**config.mk**
```make
export PLATFORM = sky130hd
export DESIGN_NAME = multimode_timekeeper
export DESIGN_NICKNAME = d
export VERILOG_FILES = /design/src/rtl/multimode_timekeeper.sv
export SDC_FILE = /design/constraint.sdc
export NUM_CORES = 1
export LEC_CHECK = 0
export ABC_AREA = 1
export CAP_MARGIN = 30
export CELL_PAD_IN_SITES_DETAIL_PLACEMENT = 2
export CELL_PAD_IN_SITES_GLOBAL_PLACEMENT = 2
export CORE_ASPECT_RATIO = 0.7
export CORE_MARGIN = 2
export CORE_UTILIZATION = 33
export CTS_BUF_LIST = sky130_fd_sc_hd__clkbuf_8
export CTS_CLUSTER_DIAMETER = 60
export DETAILED_ROUTE_END_ITERATION = 8
export PLACE_DENSITY_LB_ADDON = 0.15
export SYNTH_ARGS = -nofsm -noshare
export SYNTH_HDL_FRONTEND = slang
export SYNTH_SLANG_ARGS = --single-unit
```
**constraint.sdc**
```tcl
create_clock -name clk -period 2.4 [get_ports clk]
set_clock_uncertainty 0.1 [all_clocks]
set_input_delay 0.36 -clock clk [delete_from_list [all_inputs] [get_ports clk]]
set_output_delay 0.36 -clock clk [all_outputs]
set_load 0.005 [all_outputs]
```
**src/rtl/multimode_timekeeper.sv**
```systemverilog
// multimode_timekeeper
//   Time-of-day clock (HH:MM:SS), lap-capable stopwatch (MM:SS) and optional
//   countdown timer (MM:SS). All three run concurrently from one internal
//   1 s prescaler. i_mode selects which machine receives button pulses and
//   which one drives the display fields.
//
//   Optional feature macro: TK_COUNTDOWN_EN
//     defined   - countdown machine present, i_mode=10 selects it
//     undefined - no countdown logic, i_mode=10 acts as clock mode,
//                 o_expired tied low
//
//   Parameters
//     TICK_DIV  clk cycles per 1 s tick (>=1; 1 ticks every cycle)
//     HR_LIMIT  hour modulus (12 or 24)
//
//   Ports
//     clk, rst         clock, asynchronous active-high reset
//     i_mode[1:0]      00/11 clock, 01 stopwatch, 10 countdown
//     i_add_sec/min/hr set (clock) / preset (countdown) pulses
//     i_start_stop     start/stop pulse
//     i_lap            stopwatch lap hold/release pulse
//     i_clear          stopwatch/countdown clear pulse
//     o_upper[5:0]     HH (clock) or MM (stopwatch/countdown), binary
//     o_lower[5:0]     MM (clock) or SS (stopwatch/countdown), binary
//     o_tick           one-cycle 1 s strobe
//     o_running        selected timekeeper is counting
//     o_lap_active     stopwatch display frozen on lap value
//     o_expired        countdown reached 00:00
module multimode_timekeeper #(
    parameter int unsigned TICK_DIV = 50_000_000,
    parameter int unsigned HR_LIMIT = 24
) (
    input  logic       clk,
    input  logic       rst,
    input  logic [1:0] i_mode,
    input  logic       i_add_sec,
    input  logic       i_add_min,
    input  logic       i_add_hr,
    input  logic       i_start_stop,
    input  logic       i_lap,
    input  logic       i_clear,
    output logic [5:0] o_upper,
    output logic [5:0] o_lower,
    output logic       o_tick,
    output logic       o_running,
    output logic       o_lap_active,
    output logic       o_expired
);

    localparam int unsigned PW = (TICK_DIV > 1) ? $clog2(TICK_DIV) : 1;

    function automatic logic [5:0] wrap60_inc(input logic [5:0] v);
        return (v == 6'd59) ? 6'd0 : v + 6'd1;
    endfunction

    function automatic logic [11:0] mmss_inc(input logic [5:0] m, input logic [5:0] s);
        if (s != 6'd59) return {m, s + 6'd1};
        return {wrap60_inc(m), 6'd0};
    endfunction

    // ------------------------------------------------------------------
    // Mode decode
    // ------------------------------------------------------------------
    logic sel_clk, sel_sw, sel_cd;

    assign sel_sw  = (i_mode == 2'b01);
`ifdef TK_COUNTDOWN_EN
    assign sel_cd  = (i_mode == 2'b10);
`else
    assign sel_cd  = 1'b0;
`endif
    assign sel_clk = !sel_sw && !sel_cd;

    // ------------------------------------------------------------------
    // Prescaler
    // ------------------------------------------------------------------
    logic [PW-1:0] presc_q, presc_d;
    logic          tick;

    // Gated by rst so that TICK_DIV=1 (count permanently at its terminal
    // value) still shows o_tick=0 while reset is held.
    assign tick    = (presc_q == PW'(TICK_DIV - 1)) && !rst;
    assign presc_d = (presc_q == PW'(TICK_DIV - 1)) ? '0 : presc_q + 1'b1;
    assign o_tick  = tick;

    always_ff @(posedge clk or posedge rst) begin
        if (rst) presc_q <= '0;
        else     presc_q <= presc_d;
    end

    // ------------------------------------------------------------------
    // Time-of-day clock
    // ------------------------------------------------------------------
    logic [5:0] sec_q, sec_d, min_q, min_d, hr_q, hr_d;
    logic       set_sec, set_min, set_hr;
    logic       carry_min, carry_hr;

    assign set_sec = sel_clk && i_add_sec;
    assign set_min = sel_clk && i_add_min;
    assign set_hr  = sel_clk && i_add_hr;

    // A set pulse overrides the tick path of its own field, so that field
    // does not wrap and therefore cannot carry further up.
    assign carry_min = tick && (sec_q == 6'd59) && !set_sec;
    assign carry_hr  = carry_min && (min_q == 6'd59) && !set_min;

    always_comb begin
        sec_d = sec_q;
        min_d = min_q;
        hr_d  = hr_q;
        if (tick)      sec_d = wrap60_inc(sec_q);
        if (carry_min) min_d = wrap60_inc(min_q);
        if (carry_hr)  hr_d  = (hr_q == 6'(HR_LIMIT - 1)) ? 6'd0 : hr_q + 6'd1;
        if (set_sec)   sec_d = '0;
        if (set_min)   min_d = wrap60_inc(min_q);
        if (set_hr)    hr_d  = (hr_q == 6'(HR_LIMIT - 1)) ? 6'd0 : hr_q + 6'd1;
    end

    always_ff @(posedge clk or posedge rst) begin
        if (rst) begin
            sec_q <= '0;
            min_q <= '0;
            hr_q  <= '0;
        end else begin
            sec_q <= sec_d;
            min_q <= min_d;
            hr_q  <= hr_d;
        end
    end

    // ------------------------------------------------------------------
    // Stopwatch
    // ------------------------------------------------------------------
    typedef enum logic [1:0] {SW_IDLE, SW_RUN, SW_PAUSE} sw_state_t;

    sw_state_t  sw_state_q;
    logic [5:0] sw_min_q, sw_sec_q, lap_min_q, lap_sec_q;
    logic       lap_q;
    logic       sw_ss, sw_lap, sw_clear;

    assign sw_ss    = sel_sw && i_start_stop;
    assign sw_lap   = sel_sw && i_lap;
    assign sw_clear = sel_sw && i_clear;

    always_ff @(posedge clk or posedge rst) begin
        if (rst) begin
            sw_state_q <= SW_IDLE;
            sw_min_q   <= '0;
            sw_sec_q   <= '0;
            lap_min_q  <= '0;
            lap_sec_q  <= '0;
            lap_q      <= 1'b0;
        end else if (sw_clear) begin
            sw_state_q <= SW_IDLE;
            sw_min_q   <= '0;
            sw_sec_q   <= '0;
            lap_min_q  <= '0;
            lap_sec_q  <= '0;
            lap_q      <= 1'b0;
        end else begin
            // A start/stop pulse swallows a coincident tick in every state.
            if (sw_ss) begin
                sw_state_q <= (sw_state_q == SW_RUN) ? SW_PAUSE : SW_RUN;
            end else if ((sw_state_q == SW_RUN) && tick) begin
                {sw_min_q, sw_sec_q} <= mmss_inc(sw_min_q, sw_sec_q);
            end
            if (sw_lap) begin
                if (lap_q) begin
                    lap_q <= 1'b0;
                end else if (sw_state_q == SW_RUN) begin
                    lap_q     <= 1'b1;
                    lap_min_q <= sw_min_q;
                    lap_sec_q <= sw_sec_q;
                end
            end
        end
    end

    assign o_lap_active = lap_q;

`ifdef TK_COUNTDOWN_EN
    // ------------------------------------------------------------------
    // Countdown
    // ------------------------------------------------------------------
    typedef enum logic [1:0] {CD_SET, CD_RUN, CD_PAUSE, CD_DONE} cd_state_t;

    cd_state_t  cd_state_q;
    logic [5:0] pre_min_q, pre_sec_q, cd_min_q, cd_sec_q;
    logic       cd_ss, cd_clear, cd_last;

    assign cd_ss    = sel_cd && i_start_stop;
    assign cd_clear = sel_cd && i_clear;
    assign cd_last  = (cd_min_q == 6'd0) && (cd_sec_q == 6'd1);

    always_ff @(posedge clk or posedge rst) begin
        if (rst) begin
            cd_state_q <= CD_SET;
            pre_min_q  <= '0;
            pre_sec_q  <= '0;
            cd_min_q   <= '0;
            cd_sec_q   <= '0;
        end else begin
            case (cd_state_q)
                CD_SET: begin
                    if (!cd_clear) begin
                        if (sel_cd && i_add_sec) pre_sec_q <= wrap60_inc(pre_sec_q);
                        if (sel_cd && i_add_min) pre_min_q <= wrap60_inc(pre_min_q);
                        if (cd_ss && ({pre_min_q, pre_sec_q} != '0)) begin
                            cd_min_q   <= pre_min_q;
                            cd_sec_q   <= pre_sec_q;
                            cd_state_q <= CD_RUN;
                        end
                    end
                end
                CD_RUN: begin
                    // Expiry outranks a coincident pause; otherwise a pause
                    // swallows the tick.
                    if (cd_clear) begin
                        cd_min_q   <= pre_min_q;
                        cd_sec_q   <= pre_sec_q;
                        cd_state_q <= CD_SET;
                    end else if (tick && cd_last) begin
                        cd_sec_q   <= '0;
                        cd_state_q <= CD_DONE;
                    end else if (cd_ss) begin
                        cd_state_q <= CD_PAUSE;
                    end else if (tick) begin
                        if (cd_sec_q != 6'd0) begin
                            cd_sec_q <= cd_sec_q - 6'd1;
                        end else begin
                            cd_min_q <= cd_min_q - 6'd1;
                            cd_sec_q <= 6'd59;
                        end
                    end
                end
                CD_PAUSE: begin
                    if (cd_clear) begin
                        cd_min_q   <= pre_min_q;
                        cd_sec_q   <= pre_sec_q;
                        cd_state_q <= CD_SET;
                    end else if (cd_ss) begin
                        cd_state_q <= CD_RUN;
                    end
                end
                CD_DONE: begin
                    if (cd_clear || cd_ss) begin
                        cd_min_q   <= pre_min_q;
                        cd_sec_q   <= pre_sec_q;
                        cd_state_q <= CD_SET;
                    end
                end
                default: cd_state_q <= CD_SET;
            endcase
        end
    end

    assign o_expired = (cd_state_q == CD_DONE);
`else
    assign o_expired = 1'b0;
`endif

    // ------------------------------------------------------------------
    // Display / status mux
    // ------------------------------------------------------------------
    always_comb begin
        o_upper   = hr_q;
        o_lower   = min_q;
        o_running = 1'b1;
        if (sel_sw) begin
            o_upper   = lap_q ? lap_min_q : sw_min_q;
            o_lower   = lap_q ? lap_sec_q : sw_sec_q;
            o_running = (sw_state_q == SW_RUN);
        end
`ifdef TK_COUNTDOWN_EN
        else if (sel_cd) begin
            // While setting, the preset being edited is what the user sees.
            o_upper   = (cd_state_q == CD_SET) ? pre_min_q : cd_min_q;
            o_lower   = (cd_state_q == CD_SET) ? pre_sec_q : cd_sec_q;
            o_running = (cd_state_q == CD_RUN);
        end
`endif
    end

endmodule

```
Word level (Yosys, flattened, before mapping)
Cells that the tools add are included.
Word-level totals
  bits in registers: 71
  input port bits: 10
  output and inout port bits: 16
  word-level logic and storage cells: 96
Operators by class
  add/subtract/negate cells: 6
  equality and inequality tests: 11
  multiplexer cells: 43
  reductions and logical operators: 26
Operator list (number)
  $mux W6: 29
  $add A6 B1 Y6 const B: 5
  $add A26 B1 Y26 const B: 1
  $eq A26 B26 Y1 const B: 1
  $mux W26: 1
  $eq A6 B6 Y1 const B: 3
  $reduce_bool A2 Y1: 7
  $logic_and A1 B1 Y1: 12
  $mux W12: 1
  $mux W1: 9
  $eq A6 B5 Y1 const B: 1
  $mux W2: 3
  $ne A6 B6 Y1 const B: 1
  $reduce_and A3 Y1: 2
  $eq A2 B1 Y1 const B: 2
  $logic_not A1 Y1: 4
  $ne A2 B1 Y1 const B: 2
  $ne A3 B3 Y1 const B: 1
  $reduce_and A2 Y1: 1

Depth between registers and ports, before layout
Gate-level depths: netlist of run 1.
  word-level depth: 10
  mapped depth: 11
  gate-level depth less buffers: 11

Least setup slack after synthesis of run 1
OpenSTA, ideal clock, no wires.
  path type: in2reg
  start point: input port rst
  end point: register hr_q[2]
  library setup time: 0.065 ns
  data arrival time: 2.691 ns
  data required time: 2.235 ns
  slack: -0.456 ns
  cell stages on the path: 7
  buffers on the path: 0
  cells stage by stage: inv_1 -> nand3_2 -> nor2_4 -> nand3_4 -> nand2_4 -> nand2_1 -> nand2_1
On the way
  word-level cells in the longest chain between the ends: 7
Ends and longest elaborated chain
  start: declaration: line 34  | input logic rst,
  $logic_not A1 Y1 (no line)
  $logic_and A1 B1 Y1: line 82  | assign tick = (presc_q == PW'(TICK_DIV - 1)) && !rst;
  $logic_and A1 B1 Y1 (2 in a row): line 104  | assign carry_min = tick && (sec_q == 6'd59) && !set_sec;
  $logic_and A1 B1 Y1 (2 in a row): line 105  | assign carry_hr = carry_min && (min_q == 6'd59) && !set_min;
  $reduce_bool A2 Y1 (no line)
  end signal: assignment: line 127  | hr_q <= hr_d;
  end: declaration: line 94  | logic [5:0] sec_q, sec_d, min_q, min_d, hr_q, hr_d;
No other way between the ends.
A chain may end at the register's enable or synchronous reset.

Worst setup path in the final report of run 1
  start point: input port i_mode[0]
  end point: output port o_upper[2]
On the way
  word-level cells in the longest chain between the ends: 2
Ends and longest elaborated chain
  start: declaration: line 35  | input logic [1:0] i_mode,
  $eq A2 B1 Y1: line 66  | assign sel_sw = (i_mode == 2'b01);
  $mux W6: line 269  | if (sel_sw) begin
  end: declaration: line 42  | output logic [5:0] o_upper,
No other way between the ends.

==> flow_summary_export.csv, run 1 <==
group,metric,value,unit
timing,slew_headroom,0.607,
routing,vias_per_cell,5.13,
clocking,clockBufferDepth,2,
floorplan,ios,26,
routing,antenna_left,0,
pwr,seqPwrFrac,0.468,
synthesis,ys_seq_area_frac,0.422,
pwr,powerDensity,603,nW/um^2
synthesis,syn_avg_cell_area,7.65,um^2
global_route,grt.total_usage,0.217,
clocking,path_clk_slew,0.08,ns
finish,nFillCells,1440,
floorplan,rows,34,
clocking,cts_tree,"built",
routing,drt_iter0_markers,203,
synthesis,synth.area.top_cells,"dfrtp_1 42%, nand2_1 9.1%, inv_1 6.5%",
clocking,insertion_delay,0.36,ns
worst_setup_path,critPathMaxFanout,5,
floorplan,dieArea,13700,um^2
finish,area_delta_synth_final,21.6,%
place,dpl.cell_count,758,
global_route,grt_pass1_wl,23600,um
pwr,internal_power,2120,uW
clocking,clockRootBuffer,"clkbuf_8",
routing,routed_wl,13800,um
pwr,pwr-share-clk,0.338,
synthesis,synthesis.area,4210,um^2
pwr,ir_drop,290,uV
routing,drc_errors,0,
finish,nets,625,
synthesis,ys_seq_elements,71,
min_path,min_path_type,"flop to flop",
global_route,grt_overflow,0,
place,port_buffers,24,
floorplan,die_w,139,um
synthesis,ys_warn_count,0,
pwr,p_sw,965,uW
finish,drive_above_1_share,0.142,
global_route,antenna_found_initial,0,
worst_setup_path,critPathKind,"input port to output pin",
finish,instances_no_fill,776,
pwr,combinationalPowerShare,0.194,
clocking,clock_sinks,71,
worst_setup_path,cp.arrival,1.79,ns
timing,slew_viol_final,0,
clocking,h-tree-depth,3,
pwr,power.share.switching,0.313,
worst_setup_path,cp-end-kind,"output pin",
floorplan,core-area,12400,um^2
synthesis,synth_top_area_share,0.422,
timing,hold_viol,0,
synthesis,synthFlopType,"dfrtp_1",
routing,vias,3977,
synthesis,yosysUniqueCellTypes,37,
timing,fin_crit_sh,0.936,
synthesis,synth_top_area_cell,"dfrtp_1",
timing,clock.fmax,445,MHz
timing,worst_slew_pin_slew,0.585,ns
clocking,numCtsBuffers,9,
timing,fin_crit,2.25,ns
global_route,grt_pass1_vias,4388,
global_route,grt_max_degree,37,
synthesis,synth.net_count,567,
finish,fin_area,5120,um^2
pwr,p_leak,0.00247,uW
synthesis,async_flop_share,1.00,
timing,whs,0.424,ns
synthesis,synth_edf_count,0,
worst_setup_path,startpoint_type,"input port",
routing,wire_per_inst,17.8,um
outcome,outcome,"completed",
place,place_area,4880,um^2
place,post-dp-hpwl,10700,um
routing,drtPass1Iterations,4,
flow_run,cap_violations,0,
synthesis,netlist_instances,551,
floorplan,start_util,0.339,
floorplan,die-height,98.5,um
finish,n_antenna_cell,0,
timing,finalSetupViolCount,0,
place,place_congestion,0.837,
worst_setup_path,crit_required,1.94,ns
worst max-delay path, cell delays in order:
cell and delay (ns):
clkdlybuf4s50_1 0.45, inv_1 0.06, nor2_4 0.11, buf_6 0.14, buf_4 0.11, o21ai_0 0.07
a21oi_1 0.16, a21oi_1 0.06, dlygate4sd2_1 0.26
cells by family (layout without fill, tap and decap cells):
family | after synthesis | after routing | share of synthesized area
AND/OR/NAND/NOR | 274 | 274 | 0.317
other | 1 | 1 | 0.000890
AO/OA/AOI/OAI | 80 | 80 | 0.0992
flip-flops | 71 | 71 | 0.422
XOR/XNOR | 28 | 28 | 0.0582
adder cells (fa/ha/maj) | 6 | 6 | 0.0178
buffers and inverters | 91 | 154 | 0.0846
repair_timing:
item                       CTS  global route
setup endpoints to repair   11             3
hold buffers                 0             0
buffers inserted             1             0
pin swaps                    1             1
gates resized for setup     17             6
hold endpoints to repair     0             0
cloned                       1             0
cells in the final DEF (no fill, tap or decap), types with 6 or more instances in the layout:
cell,Yosys,routed
o22ai_1,11,11
xor2_1,26,26
nor2_2,4,7
inv_1,73,73
nor3_1,16,16
nand3_1,52,52
o21ai_0,32,30
buf_4,3,30
clkbuf_8,0,12
o21ai_1,6,8
nand2_1,102,101
nor2_1,54,50
a21oi_1,29,29
clkdlybuf4s50_1,0,11
inv_2,6,6
dlygate4sd2_1,0,11
nand4_1,18,18
nor2_4,5,6
dfrtp_1,71,71
worst paths after layout:
check,slack [ns],cells past startpoint,endpoint,start
worst max-delay path,0.15,9,o_upper[2],i_mode[0]
worst min-delay path,0.42,2,sw_state_q[0]$_DFFE_PP0P_,sw_state_q[0]$_DFFE_PP0P_
worst max register to register,0.27,9,presc_q[14]$_DFF_PP0_,presc_q[0]$_DFF_PP0_
worst min register to register,0.42,2,sw_state_q[0]$_DFFE_PP0P_,sw_state_q[0]$_DFFE_PP0P_
max in group asynchronous,1.27,3,lap_min_q[3]$_DFFE_PP0P_,rst
min in group asynchronous,0.55,3,sw_sec_q[4]$_DFFE_PP0P_,rst
metal layers:
metal,track usage,vias to the layer above,share of wire
li1,-,1916,-
met1,0.327,1995,0.52
met2,0.330,58,0.43
met3,0.0379,8,0.039
met4,0.0396,0,0.0068
met5,0,-,0
through the flow:
stage          setup slack (ns)  TNS, ns  total power [uW]   util
6_report                  0.153        0              3090  0.412
2_1_floorplan            0.0286        0              1790      -
3_3_place_gp            -0.0336   -0.233              2050  0.393
4_1_cts                 0.00168        0              3140  0.411
3_5_place_dp            -0.0809   -0.523              2100  0.393
5_1_grt                 -0.0105  -0.0105              3290  0.412
area by class of cell:
| type | instances | area [um^2] | share of cell area |
|---|---|---|---|
| sequential | 71 | 1780 | 0.347 |
| inverter | 79 | 300 | 0.0586 |
| timing repair buffer | 59 | 533 | 0.104 |
| multi-input combinational | 389 | 2100 | 0.410 |
| clock inverter | 4 | 43.8 | 0.00855 |
| clock buffer | 12 | 165 | 0.0323 |
| tap | 162 | 203 | 0.0396 |
registers in the layout, summed over array words and instances (netlist names):
signal,flops
hr_q,6
lap_min_q,6
lap_sec_q,6
min_q,6
o_lap_active,1
presc_q,26
sec_q,6
sw_min_q,6
sw_sec_q,6
sw_state_q,2
power by group through the flow:
stage | registers [uW] | clock network, uW | logic, uW
2_1_floorplan | 1400 | 0 | 387
3_3_place_gp | 1450 | 0 | 603
3_5_place_dp | 1470 | 0 | 636
4_1_cts | 1440 | 1080 | 614
5_1_grt | 1470 | 1130 | 690
6_report | 1440 | 1040 | 599
synthesized netlist by cell type, types with 2 or more instances:
cell type / n
ha_1: 6
nor3_1: 16
nand4_1: 18
nand2_2: 2
o22ai_1: 11
buf_4: 3
o21ai_1: 6
xnor2_1: 2
clkbuf_1: 5
nor2_2: 4
nand3_1: 52
nor4_1: 3
inv_1: 73
or2_2: 3
nand3b_1: 3
dfrtp_1: 71
nand2_4: 4
a21oi_1: 29
nor2_4: 5
inv_2: 6
nand2_1: 102
buf_2: 3
o21ai_0: 32
nor2_1: 54
xor2_1: 26
Power figures use the tool's default switching activity.
==> run 2, diff against run 1 <==
GPL_TIMING_DRIVEN = 1   (was not set)
==> results of run 2 <==
Final layout, timing and power as in run 1 (identical DEF).
==> run 3, diff against run 2 <==
PLACE_DENSITY_LB_ADDON = 0.05   (was 0.15)
==> run 3 against run 2 <==
  * Cell area rose by 1.0%
  * Hold slack better by 0.0012 ns
  * Clock-buffer cell count fell by 2
  * Sequential share of layout area down 0.32 points
  * Maximum frequency shrank 4.0%
  * Clock power up 7%
  * Largest cell class unchanged
==> flow_summary_export.csv, run 3 (synthesis results as in run 1) <==
group,metric,value,unit
outcome,outcome,"completed",
timing,slew_headroom,0.518,
timing,worst_slew_pin_slew,0.717,ns
timing,fin_crit_sh,0.975,
finish,utilization,0.416,
timing,finalSetupViolCount,0,
worst_setup_path,cp-end-kind,"output pin",
timing,clock.fmax,427,MHz
clocking,clockBufferDepth,2,
floorplan,dieArea,13700,um^2
clocking,numCtsBuffers,9,
clocking,cts_tree,"built",
floorplan,die_w,139,um
pwr,p_total,3170,uW
timing,finalSetupTns,0,ns
floorplan,core-area,12400,um^2
clocking,clock_sinks,71,
global_route,antenna_found_initial,0,
worst_setup_path,rr_worst_depth,11,
clocking,clockRootBuffer,"clkbuf_8",
place,port_buffers,24,
place,post-dp-hpwl,10700,um
pwr,ir_drop,285,uV
routing,drtPass1Iterations,4,
finish,area_delta_synth_final,22.8,%
floorplan,rows,34,
timing,slew_viol_final,0,
global_route,grt_pass1_vias,4344,
global_route,grt_max_degree,50,
pwr,p_leak,0.00252,uW
worst_setup_path,cp.arrival,1.88,ns
routing,routed_wl,14100,um
routing,antenna_left,0,
routing,drc_errors,0,
clocking,h-tree-depth,3,
timing,hold_viol,0,
finish,nets,625,
worst_setup_path,startpoint_type,"input port",
floorplan,die-height,98.5,um
floorplan,start_util,0.339,
worst_setup_path,crit_required,1.94,ns
finish,drive_above_1_share,0.147,
worst_setup_path,critPathMaxFanout,7,
clocking,path_clk_slew,0.08,ns
finish,largest-register,"presc_q",
floorplan,ios,26,
worst_setup_path,critPathKind,"input port to output pin",
clocking,insertion_delay,0.36,ns
finish,n_antenna_cell,0,
timing,rsz0062_at_grt,"true",
min_path,min_path_type,"flop to flop",
flow_run,cap_violations,0,
finish,largest_reg_flops,26,
min_path,hold_depth,2,
finish,layout_common_cells,"101 x nand2_1, 71 x inv_1, 70 x dfrtp_1",
global_route,grt_pass1_wl,23300,um
global_route,grt.total_usage,0.216,
routing,vias,3983,
global_route,grt_overflow,0,
routing,wire_per_inst,18.1,um
routing,drt_iter0_markers,160,
place,place_congestion,0.780,
finish,layout_commonest_cell,"nand2_1",
timing,fin_crit,2.34,ns
pwr,powerDensity,612,nW/um^2
routing,vias_per_cell,5.13,
[run 3: through the flow]
| stage | instance area [um^2] | std cells | setup slack (ns) | hold WS, ns |
|---|---|---|---|---|
| 2_1_floorplan | 4220 | 551 | 0.0286 | 0.355 |
| 3_3_place_gp | 4840 | 754 | -0.0718 | 0.400 |
| 3_5_place_dp | 4840 | 754 | -0.0909 | 0.407 |
| 4_1_cts | 5110 | 774 | 0.00399 | 0.429 |
| 5_1_grt | 5170 | 776 | -0.0421 | 0.463 |
| 6_report | 5170 | 776 | 0.0590 | 0.425 |
[run 3: worst paths after layout]
kind	from	endpoint	slack, ns
worst min register to register	sw_min_q[5]$_DFFE_PP0P_	sw_min_q[5]$_DFFE_PP0P_	0.43
worst min-delay path	sw_min_q[5]$_DFFE_PP0P_	sw_min_q[5]$_DFFE_PP0P_	0.43
worst max register to register	presc_q[15]$_DFF_PP0_	hr_q[4]$_DFFE_PP0P_	0.29
max in group asynchronous	rst	sw_min_q[2]$_DFFE_PP0P_	1.10
worst max-delay path	i_mode[0]	o_upper[2]	0.06
min in group asynchronous	rst	sw_sec_q[3]$_DFFE_PP0P_	0.48
[run 3: final cells by class]
type / count / area [um^2]
Clock inverter: 6 / 83.8
Clock buffer: 10 / 138
Sequential cell: 71 / 1780
Tap cell: 162 / 203
Multi-Input combinational cell: 389 / 2110
Timing Repair Buffer: 59 / 558
Fill cell: 1451 / 7250
Inverter: 79 / 305
[run 3: critical path, cell delays in order]
cell,delay (ns)
clkdlybuf4s50_1,0.48
inv_2,0.05
nor2_4,0.10
buf_12,0.13
o21ai_1,0.07
a21oi_1,0.18
a21oi_1,0.06
clkdlybuf4s50_1,0.44
[run 3: timing repair]
action / CTS / global route
cloned: 0 / 1
gates resized for setup: 15 / 17
hold buffers: 0 / 0
buffers inserted: 4 / 1
pin swaps: 1 / 0
setup endpoints to repair: 13 / 10
[run 3: where the power goes]
group	switching (uW)	internal (uW)
Clock	504	611
Sequential	136	1300
Combinational	338	279
Total	978	2190
[run 3: routing by layer]
layer  vias to the layer above  share of wire  track usage
met4                         0         0.0076       0.0443
met2                        57           0.43        0.321
li1                       1917              -            -
met1                      1999           0.53        0.322
met3                        10          0.038       0.0491
met5                         -              0            0
